===== config.mk =====
export PLATFORM = sky130hd
export DESIGN_NAME = memory_handler
export DESIGN_NICKNAME = d
export VERILOG_FILES = /design/src/rtl/cpu_pkg.sv /design/src/rtl/byte_lane_unit.sv /design/src/rtl/memory_handler.sv
export SDC_FILE = /design/constraint.sdc
export NUM_CORES = 1
export LEC_CHECK = 0
export ABC_CLOCK_PERIOD_IN_PS = 5100
export CAP_MARGIN = 20
export CORE_MARGIN = 8
export CORE_UTILIZATION = 31
export CTS_CLUSTER_SIZE = 16
export DETAILED_ROUTE_END_ITERATION = 16
export SLEW_MARGIN = 10
export SYNTH_ARGS = -nofsm -noshare
export SYNTH_HDL_FRONTEND = slang
export SYNTH_SLANG_ARGS = --single-unit

===== constraint.sdc =====
create_clock -name clk -period 5.1 [get_ports clk]
set_clock_uncertainty 0.1 [all_clocks]
set_input_delay 1.02 -clock clk [delete_from_list [all_inputs] [get_ports clk]]
set_output_delay 1.02 -clock clk [all_outputs]
set_load 0.05 [all_outputs]

===== src/rtl/cpu_pkg.sv =====
// Shared CPU definitions.
// Holds the memory-handler FSM state type and byte-lane constants, plus the
// decoder enums (function op, branch kind, instruction format) used across
// the core.
package cpu_pkg;

  typedef enum logic [1:0] {
    IDLE,
    BUSY,
    DONE
  } mem_state_t;

  typedef enum logic [2:0] {
    FOP_ADD,
    FOP_SUB,
    FOP_AND,
    FOP_OR,
    FOP_XOR,
    FOP_SLT,
    FOP_SLL,
    FOP_SRL
  } fop_t;

  typedef enum logic [2:0] {
    B_NONE,
    B_EQ,
    B_NE,
    B_LT,
    B_GE,
    B_JAL
  } b_t;

  typedef enum logic [2:0] {
    R_TYPE,
    I_TYPE,
    S_TYPE,
    B_TYPE,
    U_TYPE,
    J_TYPE
  } inst_type;

  localparam logic [3:0] SEL_WORD  = 4'hF;
  localparam logic [3:0] SEL_BYTE0 = 4'h1;

endpackage


===== src/rtl/byte_lane_unit.sv =====
// Byte-lane steering for data-memory accesses (purely combinational).
// Ports:
//   size_byte_i  : 1 = byte access, 0 = word access
//   addr_lo_i    : addr[1:0], selects the byte lane
//   store_data_i : store value (rs2)
//   bus_rdata_i  : raw read data from the bus
//   bus_sel_o    : byte-lane enables
//   bus_wdata_o  : write data, byte replicated on all lanes for byte stores
//   load_val_o   : load result, sign-extended for byte loads
module byte_lane_unit
  import cpu_pkg::*;
(
  input  logic        size_byte_i,
  input  logic [1:0]  addr_lo_i,
  input  logic [31:0] store_data_i,
  input  logic [31:0] bus_rdata_i,
  output logic [3:0]  bus_sel_o,
  output logic [31:0] bus_wdata_o,
  output logic [31:0] load_val_o
);

  logic [7:0] lane;

  always_comb begin
    lane        = bus_rdata_i[{addr_lo_i, 3'b000} +: 8];
    bus_sel_o   = SEL_WORD;
    bus_wdata_o = store_data_i;
    load_val_o  = bus_rdata_i;
    if (size_byte_i) begin
      bus_sel_o   = SEL_BYTE0 << addr_lo_i;
      bus_wdata_o = {4{store_data_i[7:0]}};
      load_val_o  = {{24{lane[7]}}, lane};
    end
  end

endmodule


===== src/rtl/memory_handler.sv =====
// Data-memory access unit: runs one load/store at a time on a single-outstanding
// req/ack bus and stalls the pipeline until it completes, errors or times out.
// Ports:
//   clk, nrst                      : clock, synchronous active-low reset
//   read_mem, write_mem            : load / store request (write wins if both)
//   load_byte, store_byte          : byte size for loads / stores, else word
//   addr, store_data               : effective address and store value
//   bus_rdata, bus_ack             : bus read data and completion
//   bus_read, bus_write            : bus requests, held until ack
//   bus_addr, bus_wdata, bus_sel   : word-aligned address, write data, lane mask
//   load_data                      : load result for writeback
//   freeze                         : pipeline stall
//   mem_done, mem_err              : one-cycle completion / error pulses
module memory_handler
  import cpu_pkg::*;
#(
  parameter int unsigned TIMEOUT_CYCLES = 16,
  parameter int unsigned CNT_W          = 5
) (
  input  logic        clk,
  input  logic        nrst,
  input  logic        read_mem,
  input  logic        write_mem,
  input  logic        load_byte,
  input  logic        store_byte,
  input  logic [31:0] addr,
  input  logic [31:0] store_data,
  input  logic [31:0] bus_rdata,
  input  logic        bus_ack,
  output logic        bus_read,
  output logic        bus_write,
  output logic [31:0] bus_addr,
  output logic [31:0] bus_wdata,
  output logic [3:0]  bus_sel,
  output logic [31:0] load_data,
  output logic        freeze,
  output logic        mem_done,
  output logic        mem_err
);

  mem_state_t       state_q, state_d;
  logic [31:0]      addr_q, addr_d;
  logic [31:0]      sdata_q, sdata_d;
  logic             byte_q, byte_d;
  logic             write_q, write_d;
  logic             err_q, err_d;
  logic [CNT_W-1:0] cnt_q, cnt_d;
  logic [31:0]      load_data_q, load_data_d;

  logic             req;
  logic             req_byte;
  logic [3:0]       lane_sel;
  logic [31:0]      lane_wdata;
  logic [31:0]      lane_load;

  assign req      = read_mem | write_mem;
  assign req_byte = write_mem ? store_byte : load_byte;

  // Lane unit works on the latched request so bus outputs stay stable in BUSY.
  byte_lane_unit u_byte_lane_unit (
    .size_byte_i  (byte_q),
    .addr_lo_i    (addr_q[1:0]),
    .store_data_i (sdata_q),
    .bus_rdata_i  (bus_rdata),
    .bus_sel_o    (lane_sel),
    .bus_wdata_o  (lane_wdata),
    .load_val_o   (lane_load)
  );

  always_comb begin
    state_d     = state_q;
    addr_d      = addr_q;
    sdata_d     = sdata_q;
    byte_d      = byte_q;
    write_d     = write_q;
    err_d       = err_q;
    cnt_d       = cnt_q;
    load_data_d = load_data_q;
    bus_read    = 1'b0;
    bus_write   = 1'b0;
    bus_addr    = '0;
    bus_wdata   = '0;
    bus_sel     = '0;
    freeze      = 1'b0;
    mem_done    = 1'b0;
    mem_err     = 1'b0;

    unique case (state_q)
      IDLE: begin
        if (req) begin
          freeze  = 1'b1;
          addr_d  = addr;
          sdata_d = store_data;
          byte_d  = req_byte;
          write_d = write_mem;
          cnt_d   = '0;
          if (!req_byte && (addr[1:0] != 2'b00)) begin
            // Misaligned word: fail without touching the bus.
            err_d   = 1'b1;
            state_d = DONE;
            if (!write_mem) load_data_d = '0;
          end else begin
            err_d   = 1'b0;
            state_d = BUSY;
          end
        end
      end

      BUSY: begin
        freeze    = 1'b1;
        bus_read  = ~write_q;
        bus_write = write_q;
        bus_addr  = {addr_q[31:2], 2'b00};
        bus_wdata = write_q ? lane_wdata : '0;
        bus_sel   = lane_sel;
        if (bus_ack) begin
          // Ack beats the timeout even in the final cycle.
          if (!write_q) load_data_d = lane_load;
          state_d = DONE;
        end else if (cnt_q == CNT_W'(TIMEOUT_CYCLES - 1)) begin
          err_d   = 1'b1;
          state_d = DONE;
          if (!write_q) load_data_d = '0;
        end else begin
          cnt_d = cnt_q + 1'b1;
        end
      end

      DONE: begin
        mem_done = 1'b1;
        mem_err  = err_q;
        state_d  = IDLE;
      end

      default: state_d = IDLE;
    endcase
  end

  always_ff @(posedge clk) begin
    if (!nrst) begin
      state_q     <= IDLE;
      addr_q      <= '0;
      sdata_q     <= '0;
      byte_q      <= 1'b0;
      write_q     <= 1'b0;
      err_q       <= 1'b0;
      cnt_q       <= '0;
      load_data_q <= '0;
    end else begin
      state_q     <= state_d;
      addr_q      <= addr_d;
      sdata_q     <= sdata_d;
      byte_q      <= byte_d;
      write_q     <= write_d;
      err_q       <= err_d;
      cnt_q       <= cnt_d;
      load_data_q <= load_data_d;
    end
  end

  assign load_data = load_data_q;

endmodule


# --- After elaboration in Yosys (flattened, before gate mapping) ---
# Index checks and enable logic that the tools add are counted.
op_classes:
  add_sub_neg: 1
  n_eq_ne: 11
  shifts: 2
  n_mux: 36
  bitwise_logic: 2
  reduce_logical: 10
ops:
  columns: ["operator", "n"]
  rows:
  - ["two-way mux 32 bit", 12]
  - ["case mux 32 bit (2 select lines)", 1]
  - ["indexed part select 32 x 6 -> 8 bit", 1]
  - ["two-way mux 5 bit", 3]
  - ["inequality test 2 bit (second input constant)", 7]
  - ["two-way mux 1 bit", 10]
  - ["case mux 5 bit (2 select lines)", 1]
  - ["two-way mux 2 bit", 4]
  - ["two-way mux 4 bit", 2]
  - ["AND reduction 4 bit", 2]
  - ["AND reduction 6 bit", 1]
  - ["adder 5 x 1 -> 5 bit (second input constant)", 1]
  - ["equality test 5 x 4 -> 1 bit (second input constant)", 1]
  - ["case mux 1 bit (2 select lines)", 2]
  - ["case mux 2 bit (2 select lines)", 1]
  - ["AND reduction 2 bit", 2]
  - ["nonzero test 2 bit", 2]
  - ["left shift 1 x 2 -> 4 bit (first input constant)", 1]
  - ["inequality test 3 bit (second input constant)", 1]
  - ["equality test 2 x 1 -> 1 bit (second input constant)", 1]
  - ["equality test 2 bit (second input constant)", 1]
  - ["zero test 2 bit", 1]
  - ["logical AND 1 bit", 1]
  - ["zero test 1 bit", 1]
  - ["other kinds (2)", 2]
totals:
  reg_bits: 106
  in_bits: 103

# --- Longest topological paths before layout ---
depth:
  depth_word: 6
  mapped_depth: 8
  ltp_nobuf: 7

# --- Cells and area by module ---
# From an unflattened synthesis, not the netlist that was laid out.
hier_totals:
  cells_unflattened: 667
  hier_area_um2: 5156.2
by_module_without_submodules:
  columns: ["module", "n_inst", "cells_each", "area_per_inst_um2", "seq_area_each_um2"]
  rows:
  - ["memory_handler", 1, 494, 4219.0, 2122.0]
  - ["byte_lane_unit", 1, 173, 937.1, 0.0]

# --- Worst setup path before layout ---
# Ideal clock, no wire load.
synth_timing:
  path_type: "register to output"
  from: "register state_q[0]"
  to: "output bus_wdata[22]"
  t_arrival_ps: 1866
  required_time_ps: 3980
  setup_slack_ps: 2114
  path_stages_with_launch: 6
  cell_sequence: "dfxtp_1 buf_2 and2b_1 nand2_1 clkbuf_1 a21oi_1"
synth_via:
  elab_chain_cells: 2
synth_lines:
  columns: ["item", "line_no", "source"]
  rows:
  - ["start: declaration", "memory_handler.sv:41", "mem_state_t state_q, state_d;"]
  - ["start signal: assignment", "memory_handler.sv:150", "state_q <= state_d;"]
  - ["equality test 2 x 1 -> 1 bit", "memory_handler.sv:88", "unique case (state_q)"]
  - ["two-way mux 32 bit", "memory_handler.sv:88", null]
  - ["end: declaration", "memory_handler.sv:33", "output logic [31:0] bus_wdata,"]
# Every way passes these cells.

# --- Worst setup path in the final report ---
layout_timing:
  from: "register byte_q"
  to: "output bus_wdata[11]"
layout_via:
  elab_chain_cells: 3
layout_lines:
  columns: ["item", "line_no", "source"]
  rows:
  - ["start: declaration", "memory_handler.sv:44", "logic byte_q, byte_d;"]
  - ["start signal: assignment", "memory_handler.sv:153", "byte_q <= byte_d;"]
  - ["two-way mux 32 bit", "byte_lane_unit.sv:29", "if (size_byte_i) begin"]
  - ["two-way mux 32 bit", "memory_handler.sv:114", "bus_wdata = write_q ? lane_wdata : '0;"]
  - ["two-way mux 32 bit", "memory_handler.sv:88", null]
# Every way passes these cells.

==> summary.md <==
| Metric | Value |
|---|---|
| Antenna violations before repair | `0` |
| RSZ-0062 raised after global routing | `no` |
| Final number of max-transition violations | `0` |
| Clock transition at path regs | `0.07 ns` |
| Sw Share | `0.311` |
| Logic gate share of total power | `0.237` |
| # fillers | `1517` |
| Worst-path fanout max | `39` |
| Synthesized area per cell | `8.18 um^2` |
| Starting Density | `0.312` |
| Diodes inserted | `0` |
| Worst flop-to-flop path startpoint | `byte_q` |
| Final min period | `4.06 ns` |
| Pwr Density | `299 nW/um^2` |
| Metal2 WL | `8010 um` |
| Fraction of the mapped netlist area in simple logic gates | `0.220` |
| Clock sinks | `106` |
| Hold WS | `0.353 ns` |
| Share of cells above drive strength 1 | `0.0426` |
| Sequential Power Share | `0.431` |
| CTS Root Buffer Type | `clkbuf_16` |
| Setup crit end kind | `primary output` |
| Die height | `142 um` |
| Post-synthesis sequential area ratio | `0.434` |
| CTS Buffer Depth | `2` |
| H-tree Lvls | `3` |
| Main combinational cell family by area after synthesis | `compound AO/OA/AOI/OAI gates` |
| Critical setup path kind | `reg2out` |
| VDD IR max | `153 uV` |
| Clock Latency Late Sink | `0.34 ns` |
| Post-synth top flop | `dfxtp_1` |
| #FFs+latches synth | `106` |
| Met1 wire length | `7480 um` |
| Post-DRT Antenna Nets | `0` |
| GRT Overall Usage | `0.172` |
| Critical Path RT | `3.98 ns` |
| IO Pins | `208` |
| Static Leak | `2.65 nW` |
| # placed instances | `975` |
| Final HPWL DP | `12700 um` |
| DIE WIDTH | `142 um` |
| Mapped Area | `4890 um^2` |
| First-pass GRT wire length | `27000 um` |
| Total number of vias | `4802` |
| DR top layer | `met4` |
| Via-to-Cell Ratio | `4.85` |
| Hold Vio Cnt, Final | `0` |
| Max Cap Violations | `0` |
| Synth Instances | `598` |
| Status | `finished, final reports clean` |
| Post-synthesis mux area share | `0.0210` |
| Post-DP Area | `7020 um^2` |
| Die ar. | `20000 um^2` |
| Initial drt markers | `202` |
| Post_cts resized | `0` |
| Synth Area in Adders | `0.00512` |
| Port-buffer cells | `205` |
| Worst setup SP type | `flip-flop` |
| Routability cong. | `0.795` |
| FFs w/ async S/R, synth | `0` |
| Nets | `875` |
| Post-synth EDFFs | `0` |
| Non-filler instance count after layout | `991` |
| Router iterations before antenna repair | `6` |
| Synth Warn # | `0` |
| CTS Buf Count | `9` |
| Final Cell Area | `7330 um^2` |
| Critical path origin | `byte_q` |
| Core footprint | `15700 um^2` |
| Period utilization | `0.796` |
| Wire per inst | `17.6 um` |
| Hold WC Path Type | `reg2reg` |
| Num rows | `46` |
| # setup viols final | `0` |
| Net Sw Power | `0.683 mW` |
| Synth cell types | `43` |
| Clock power frac | `0.333` |
| Vias in the first global route | `4761` |
| Hold_buf cts | `0` |
| Synth Area in Compound Gates | `0.259` |
| Worst-Margin Slew | `0.870 ns` |
| Post-Route Setup TNS | `0 ns` |
| Int Pwr | `1.51 mW` |
| Hold Startpoint | `addr_q[16]` |
| Slew HR | `0.419` |
| Largest net degree at the start of global routing | `77` |
| XOR/XNOR Fraction of Synth Area | `0.00179` |
| Critical path arrival | `2.94 ns` |
| Post-CTS setup buffer count | `0` |
| Synth-to-Final Area Change | `50.0%` |
| Final wirelength | `17500 um` |
| Remaining Overflow, GRT | `0` |
| DRC viols | `0` |
| FMAX | `0.246 GHz` |
| DR WL met3 | `1670 um` |
| CTS tree | `done` |
==> critical path, stage by stage, from the launching register on <==
cell and delay (ns):
dfxtp_1 0.63, clkinv_1 0.58, buf_4 0.44, nand2_1 0.11, a21oi_1 0.07, clkdlybuf4s50_1 0.75
==> metrics by stage <==
stage                     utilization  power, mW  setup slack, ns
after floorplan                     -       1.28             2.11
after global placement          0.447       1.48             1.21
after detailed placement        0.448       1.49             1.17
after CTS                       0.468       2.23            0.959
after global routing            0.468       2.31            0.787
final                           0.468       2.19             1.04
==> cell families (layout without fill, tap and decap cells) <==
logic type                 Yosys count  after routing
xor gates and xnor gates             1              1
DFF                                106            106
muxes                                9              9
buffers and inverters               56            232
other                                1              2
AOI/OAI and AO/OA                  185            185
and+or+nand+nor                    238            238
adders and majority gates            2              2
==> synthesized netlist by cell type (3+ instances only) <==
master,n,share of area
o2bb2ai_1,32,0.057
nand2b_1,6,0.0077
buf_6,5,0.012
a211oi_1,7,0.011
and3_1,11,0.014
inv_1,3,0.0023
nor2b_1,4,0.0051
nor2_1,8,0.0061
mux2i_1,8,0.016
a21boi_0,54,0.083
a21oi_1,68,0.070
and2_1,33,0.042
clkbuf_1,27,0.021
nand2_1,166,0.13
a21boi_1,11,0.017
buf_2,16,0.016
buf_4,5,0.0077
dfxtp_1,106,0.43
==> final cells by class <==
cell class                      instances  area (um^2)  area share
Multi-Input combinational cell        437         2500       0.341
Tap cell                              216          270      0.0369
Clock inverter                          5         60.1     0.00819
Inverter                                3         11.3     0.00154
Clock buffer                           11          253      0.0345
Timing Repair Buffer                  213         2110       0.288
Sequential cell                       106         2120       0.289
==> per-layer routing <==
metal | vias up | GRT usage
met4 | 0 | 0.0712
met2 | 181 | 0.271
met1 | 2231 | 0.209
met5 | - | 0
met3 | 21 | 0.0588
li1 | 2369 | -
==> final timing paths <==
path / to / slack [ns] / depth (start not counted)
worst max register to register: load_data[6] / 2.62 / 5
worst min register to register: addr_q[16] / 0.35 / 2
worst min-delay path: addr_q[16] / 0.35 / 2
worst max-delay path: bus_wdata[11] / 1.04 / 5
==> power by group through the flow <==
stage	clock network, mW	logic (mW)	registers, mW
after floorplan	0	0.313	0.969
after global placement	0	0.520	0.959
after detailed placement	0	0.526	0.962
after CTS	0.755	0.526	0.944
after global routing	0.790	0.564	0.953
final	0.729	0.519	0.944
==> sequential cells by signal, summed over array words and instances, names as in the netlist <==
name,count
sdata_q,32
cnt_q,5
load_data,32
addr_q,32
state_q,2
err_q,1
byte_q,1
write_q,1
==> layout by cell type (no fill, tap or decap), drive strengths merged, types with 6 or more instances in the layout <==
| master | Yosys | layout |
|---|---|---|
| buf | 26 | 9 |
| and2 | 33 | 33 |
| clkdlybuf4s50 | 0 | 204 |
| a21oi | 69 | 69 |
| a21boi | 65 | 65 |
| a211oi | 7 | 7 |
| nand2b | 6 | 6 |
| clkbuf | 27 | 11 |
| dfxtp | 106 | 106 |
| nor2 | 8 | 8 |
| nand2 | 166 | 166 |
| mux2i | 8 | 8 |
| and3 | 11 | 11 |
| o2bb2ai | 32 | 32 |
Note: power is estimated with default switching activity, not from simulation.
